$ cat src/rtl/wires.sv
// Shared bus types for the core-side memory ports and the arbiter that merges them.
package wires;

    typedef struct packed {
        logic        mem_valid;
        logic        mem_instr;
        logic [31:0] mem_addr;
        logic [31:0] mem_wdata;
        logic [3:0]  mem_wstrb;
    } mem_in_type;

    typedef struct packed {
        logic        mem_ready;
        logic [31:0] mem_rdata;
    } mem_out_type;

    typedef enum logic [1:0] {
        ARB_IDLE   = 2'd0,
        ARB_BUSY_I = 2'd1,
        ARB_BUSY_D = 2'd2
    } arb_state_t;

    typedef enum logic {
        GRANT_I = 1'b0,
        GRANT_D = 1'b1
    } grant_t;

    // On a tie: round-robin gives the side not granted last, otherwise data wins.
    function automatic grant_t arb_pick(input logic   i_pend,
                                        input logic   d_pend,
                                        input grant_t last,
                                        input logic   rr);
        if (i_pend && d_pend) begin
            return (rr && (last == GRANT_D)) ? GRANT_I : GRANT_D;
        end else if (i_pend) begin
            return GRANT_I;
        end
        return GRANT_D;
    endfunction

endpackage

$ cat src/rtl/mem_arbiter_slot.sv
// One-deep request buffer for a single requester; o_req.mem_valid reports "pending".
module mem_arbiter_slot
    import wires::*;
(
    input  logic       clock,
    input  logic       reset,
    input  mem_in_type i_req,
    input  logic       i_clear,
    output mem_in_type o_req
);

    logic        r_pending;
    logic        r_instr;
    logic [31:0] r_addr;
    logic [31:0] r_wdata;
    logic [3:0]  r_wstrb;
    logic        w_load;

    // A new pulse is taken when empty or when the held request completes this cycle.
    assign w_load = i_req.mem_valid && (!r_pending || i_clear);

    always_ff @(posedge clock or posedge reset) begin
        if (reset) begin
            r_pending <= 1'b0;
            r_instr   <= 1'b0;
            r_addr    <= '0;
            r_wdata   <= '0;
            r_wstrb   <= '0;
        end else if (w_load) begin
            r_pending <= 1'b1;
            r_instr   <= i_req.mem_instr;
            r_addr    <= i_req.mem_addr;
            r_wdata   <= i_req.mem_wdata;
            r_wstrb   <= i_req.mem_wstrb;
        end else if (i_clear) begin
            r_pending <= 1'b0;
        end
    end

    assign o_req = '{mem_valid: r_pending,
                     mem_instr: r_instr,
                     mem_addr:  r_addr,
                     mem_wdata: r_wdata,
                     mem_wstrb: r_wstrb};

endmodule

$ cat src/rtl/mem_arbiter.sv
// Merges instruction and data request ports onto one memory bus with a single
// outstanding transaction; responses are steered back to the granted side.
module mem_arbiter
    import wires::*;
#(
    parameter int round_robin = 1
)(
    input  logic        reset,
    input  logic        clock,
    input  logic        imemory_valid,
    input  logic        imemory_instr,
    input  logic [31:0] imemory_addr,
    input  logic [31:0] imemory_wdata,
    input  logic [3:0]  imemory_wstrb,
    output logic [31:0] imemory_rdata,
    output logic        imemory_ready,
    input  logic        dmemory_valid,
    input  logic        dmemory_instr,
    input  logic [31:0] dmemory_addr,
    input  logic [31:0] dmemory_wdata,
    input  logic [3:0]  dmemory_wstrb,
    output logic [31:0] dmemory_rdata,
    output logic        dmemory_ready,
    output logic        memory_valid,
    output logic        memory_instr,
    output logic [31:0] memory_addr,
    output logic [31:0] memory_wdata,
    output logic [3:0]  memory_wstrb,
    input  logic [31:0] memory_rdata,
    input  logic        memory_ready
);

    mem_in_type  w_ireq;
    mem_in_type  w_dreq;
    mem_in_type  w_islot;
    mem_in_type  w_dslot;
    mem_out_type w_iresp;
    mem_out_type w_dresp;

    arb_state_t  r_state;
    arb_state_t  w_state_next;
    grant_t      r_last_grant;
    grant_t      w_last_grant_next;
    grant_t      w_pick;
    mem_in_type  r_mem;
    mem_in_type  w_mem_next;
    logic        w_iclear;
    logic        w_dclear;

    assign w_ireq = '{mem_valid: imemory_valid,
                      mem_instr: imemory_instr,
                      mem_addr:  imemory_addr,
                      mem_wdata: imemory_wdata,
                      mem_wstrb: imemory_wstrb};

    assign w_dreq = '{mem_valid: dmemory_valid,
                      mem_instr: dmemory_instr,
                      mem_addr:  dmemory_addr,
                      mem_wdata: dmemory_wdata,
                      mem_wstrb: dmemory_wstrb};

    mem_arbiter_slot u_islot (
        .clock   (clock),
        .reset   (reset),
        .i_req   (w_ireq),
        .i_clear (w_iclear),
        .o_req   (w_islot)
    );

    mem_arbiter_slot u_dslot (
        .clock   (clock),
        .reset   (reset),
        .i_req   (w_dreq),
        .i_clear (w_dclear),
        .o_req   (w_dslot)
    );

    assign w_pick = arb_pick(w_islot.mem_valid, w_dslot.mem_valid,
                             r_last_grant, round_robin != 0);

    always_comb begin
        w_state_next      = r_state;
        w_last_grant_next = r_last_grant;
        w_mem_next        = r_mem;
        w_mem_next.mem_valid = 1'b0;
        w_iclear          = 1'b0;
        w_dclear          = 1'b0;
        w_iresp           = '0;
        w_dresp           = '0;
        case (r_state)
            ARB_IDLE: begin
                if (w_islot.mem_valid || w_dslot.mem_valid) begin
                    w_mem_next           = (w_pick == GRANT_D) ? w_dslot : w_islot;
                    w_mem_next.mem_valid = 1'b1;
                    w_last_grant_next    = w_pick;
                    w_state_next         = (w_pick == GRANT_D) ? ARB_BUSY_D : ARB_BUSY_I;
                end
            end
            ARB_BUSY_I: begin
                if (memory_ready) begin
                    w_iresp.mem_ready = 1'b1;
                    w_iresp.mem_rdata = memory_rdata;
                    w_iclear          = 1'b1;
                    w_state_next      = ARB_IDLE;
                end
            end
            ARB_BUSY_D: begin
                if (memory_ready) begin
                    w_dresp.mem_ready = 1'b1;
                    w_dresp.mem_rdata = memory_rdata;
                    w_dclear          = 1'b1;
                    w_state_next      = ARB_IDLE;
                end
            end
            default: begin
                w_state_next = ARB_IDLE;
            end
        endcase
    end

    always_ff @(posedge clock or posedge reset) begin
        if (reset) begin
            r_state      <= ARB_IDLE;
            r_last_grant <= GRANT_I;
            r_mem        <= '0;
        end else begin
            r_state      <= w_state_next;
            r_last_grant <= w_last_grant_next;
            r_mem        <= w_mem_next;
        end
    end

    // Bus fields stay at the last grant's values between requests.
    assign memory_valid  = r_mem.mem_valid;
    assign memory_instr  = r_mem.mem_instr;
    assign memory_addr   = r_mem.mem_addr;
    assign memory_wdata  = r_mem.mem_wdata;
    assign memory_wstrb  = r_mem.mem_wstrb;

    assign imemory_ready = w_iresp.mem_ready;
    assign imemory_rdata = w_iresp.mem_rdata;
    assign dmemory_ready = w_dresp.mem_ready;
    assign dmemory_rdata = w_dresp.mem_rdata;

endmodule

$ cat config.mk
export PLATFORM = sky130hd
export DESIGN_NAME = mem_arbiter
export DESIGN_NICKNAME = d
export VERILOG_FILES = /design/src/rtl/wires.sv /design/src/rtl/mem_arbiter_slot.sv /design/src/rtl/mem_arbiter.sv
export SDC_FILE = /design/constraint.sdc
export NUM_CORES = 1
export LEC_CHECK = 0
export ABC_AREA = 0
export BUFFER_PORTS_ARGS = -buffer_cell sky130_fd_sc_hd__buf_2
export CAP_MARGIN = 5
export CORE_UTILIZATION = 45
export CTS_CLUSTER_SIZE = 24
export DETAILED_ROUTE_END_ITERATION = 10
export GPL_TIMING_DRIVEN = 0
export PLACE_DENSITY = 0.75
export SYNTH_ARGS = -nofsm -noshare
export SYNTH_HDL_FRONTEND = slang
export SYNTH_SLANG_ARGS = --single-unit
$ cat constraint.sdc
create_clock -name clock -period 6.05 [get_ports clock]
set_input_delay 0.3025 -clock clock [delete_from_list [all_inputs] [get_ports clock]]
set_output_delay 0.3025 -clock clock [all_outputs]
set_load 0.02 [all_outputs]
==> flow_metrics.tcl <==
set metrics [dict create \
    port-buffer-count 310 \
    die_w_um 146 \
    ys_ff_latch 213 \
    path_class "flop to primary output" \
    core_area_um2 20200 \
    first_global_vias 7698 \
    path_cells "inv_1, ha_1, clkbuf_1, and3_1, buf_2" \
    worst_slew_pin_slew_ns 0.567 \
    dp_cells 1375 \
    post_cts_buffers 0 \
    p_leak_nw 6.08 \
    r2r_end "u_islot.r_addr[9]$_DFFE_PP0P_" \
    layout_min_cycle_time_ns 2.46 \
    cts_resized 0 \
    seq_area_frac_synth_pct 57.2 \
    place_ws_ns 3.81 \
    final_cells 1430 \
    clkTransAtPathRegs_ns 0.06 \
    min_to "u_islot.r_addr[8]$_DFFE_PP0P_" \
    hold_class "input pin to flop" \
    timing.setup.tns_ns 0 \
    dp_hpwl_um 19200 \
    worstHoldStart "imemory_addr[8]" \
    yosysTopAreaCellShare_pct 57.2 \
    cts_tree "built" \
    drt_wl_total_um 27200 \
    fin_ws_ns 3.59 \
    rows 52 \
    first_iter_violations 454 \
    synthCells 790 \
    grt_pass1_wl_um 42600 \
    grt_max_degree 43 \
    drt-wirelength-per-cell_um 19.0 \
    syn_nets 970 \
    finalClockSkew_ns 0.0113 \
    mostFrequentLayoutCells "buf_2, dfrtp_1, mux2_2, nor2_1, a31oi_1" \
    num_vias 7781 \
    first_pass_iters 4 \
    grtUsageTotal_pct 25.4 \
    synth_area_leaders "dfrtp_1, mux2_2, a31oi_1, and3_1, nand3_1" \
    syn_area_um2 9310 \
    drive_gt1_share_pct 45.0 \
    cts_sinks 213 \
    timing.max_cap.violations 0 \
    r2r_start "r_state[1]$_DFFE_PP0P_" \
    fin_hold_ws_ns 0.0172 \
    cts_buffers 24 \
    place_congestion 0.822 \
    ys_types 28 \
    final_nets 1320 \
    post-route-period-util_pct 40.7 \
    htree_levels 1 \
    syn_area_per_cell_um2 11.8 \
    yosysWarnings 0 \
    dieArea_um2 21300 \
    rsz0062_at_grt "false" \
    ant_nets 0 \
    post-route-drc-count 0 \
    initial_core_util_pct 46.0 \
    finalInstanceArea_um2 12200 \
    slew_headroom_pct 62.2 \
    final_common_cell "buf_2" \
    cp_data_required_time_ns 5.75 \
    finalHoldViolations 0 \
    path_buf_inv 3 \
    root_buffer "clkbuf_16" \
    fmax_mhz 406 \
    io_pins 311 \
    grt_overflow_total 0 \
    cp_slowest_cell "dfrtp_1" \
    synth_largest_area_cell "dfrtp_1" \
    start_kind "flop" \
    min_path_cells 2 \
    critPathArrivalTime_ns 2.16 \
    cp_top_family "buffers and inverters" \
    critPathMaxStageDelay_ns 0.41 \
    power_density_nw_per_um2 563 \
    final-setup-viol-count 0 \
    place_area_um2 11300 \
    ir_worst_vdd_uv 322 \
    synthToLayoutAreaGrowth_pct 31.3 \
    clock_path_buffers 3 \
    clk_latency_ns 0.51 \
    viasPerCell 5.44 \
    final_core_util_pct 60.4 \
    rrSetupSlack_ns 3.84 \
    fp.dieH_um 146 \
    end_kind "primary output" \
    critical_path.max_fanout 10 \
    antenna_found_initial 8 \
    maxSlewViolCount 0 \
    r2r_cells 7 \
    outcome "completed" \
    p_total_mw 6.88 \
]
flip-flops by register name (all words and copies together) (netlist names):
name,cells
u_dslot.r_wstrb,4
memory_instr,1
r_state,2
memory_wstrb,4
u_dslot.r_addr,32
r_last_grant,1
u_islot.r_wdata,32
memory_valid,1
u_islot.r_addr,32
memory_addr,32
u_dslot.r_wdata,32
u_islot.r_pending,1
u_islot.r_instr,1
u_dslot.r_instr,1
u_dslot.r_pending,1
u_islot.r_wstrb,4
memory_wdata,32
logic make-up (layout without fill, tap and decap cells):
group	count (synthesis)	after routing	synth area share, %
simple gates	210	210	11.3
buf+inv	77	443	4.50
flops	213	213	57.2
other cells	0	4	0
compound gates	147	147	9.20
fa+ha+maj	5	5	0.672
mux	138	138	17.1
metal layers:
layer  part of all wire, %  track usage [%]
met4                   3.3             8.47
met1                    43             35.3
met5                  0.10                0
met3                   7.8             5.99
met2                    46             39.1
worst max-delay path by stage:
stage	from	endpoint	slack (ns)	cells past startpoint
floorplan	reset	memory_addr[0]$_DFFE_PP0P_	2.98	1
global placement	reset	u_dslot.r_addr[25]$_DFFE_PP0P_	1.67	2
detailed placement	r_state[1]$_DFFE_PP0P_	u_islot.r_addr[9]$_DFFE_PP0P_	3.81	7
CTS	r_state[1]$_DFFE_PP0P_	imemory_rdata[16]	3.59	5
global route	r_state[1]$_DFFE_PP0P_	imemory_rdata[16]	3.45	5
finish	r_state[1]$_DFFE_PP0P_	imemory_rdata[16]	3.59	5
cell type report:
cell class                 instances  area (µm²)
antenna                            4        10.0
buffer                            71         397
clock buffer                      36         706
clock inverter                     6         116
fill                            1680        8010
inverter                           6        26.3
multi-input combinational        500        3560
sequential                       213        5330
tap                              270         338
timing repair buffer             324        1740
synthesized netlist by cell type:
library cell and n:
clkbuf_1 37, o21ai_1 1, nor2_1 70, o21ai_0 68
nand2_1 2, a31oi_1 70, inv_1 4, buf_4 10
o21ai_4 1, and3_1 64, buf_6 10, o21a_1 1
o21bai_1 2, mux2_1 10, inv_2 2, mux2_2 118
buf_2 14, o2bb2ai_1 1, mux2_4 10, a32o_1 1
and2b_1 1, dfrtp_1 213, and2_4 2, o31ai_1 1
nand2b_1 2, o21ai_2 1, nand3_1 69, ha_1 5
where the power goes:
group          switching (mW)  internal [mW]  total, mW
Combinational            1.62           1.20       2.82
Sequential              0.388           2.18       2.56
Clock                   0.565          0.930       1.50
Total                    2.58           4.31       6.88
timing repair:
item                       CTS  global route
hold buffers                 9             0
hold endpoints to repair    24             0
setup endpoints to repair    0             0
No activity file was read; power rests on OpenSTA's default activity.
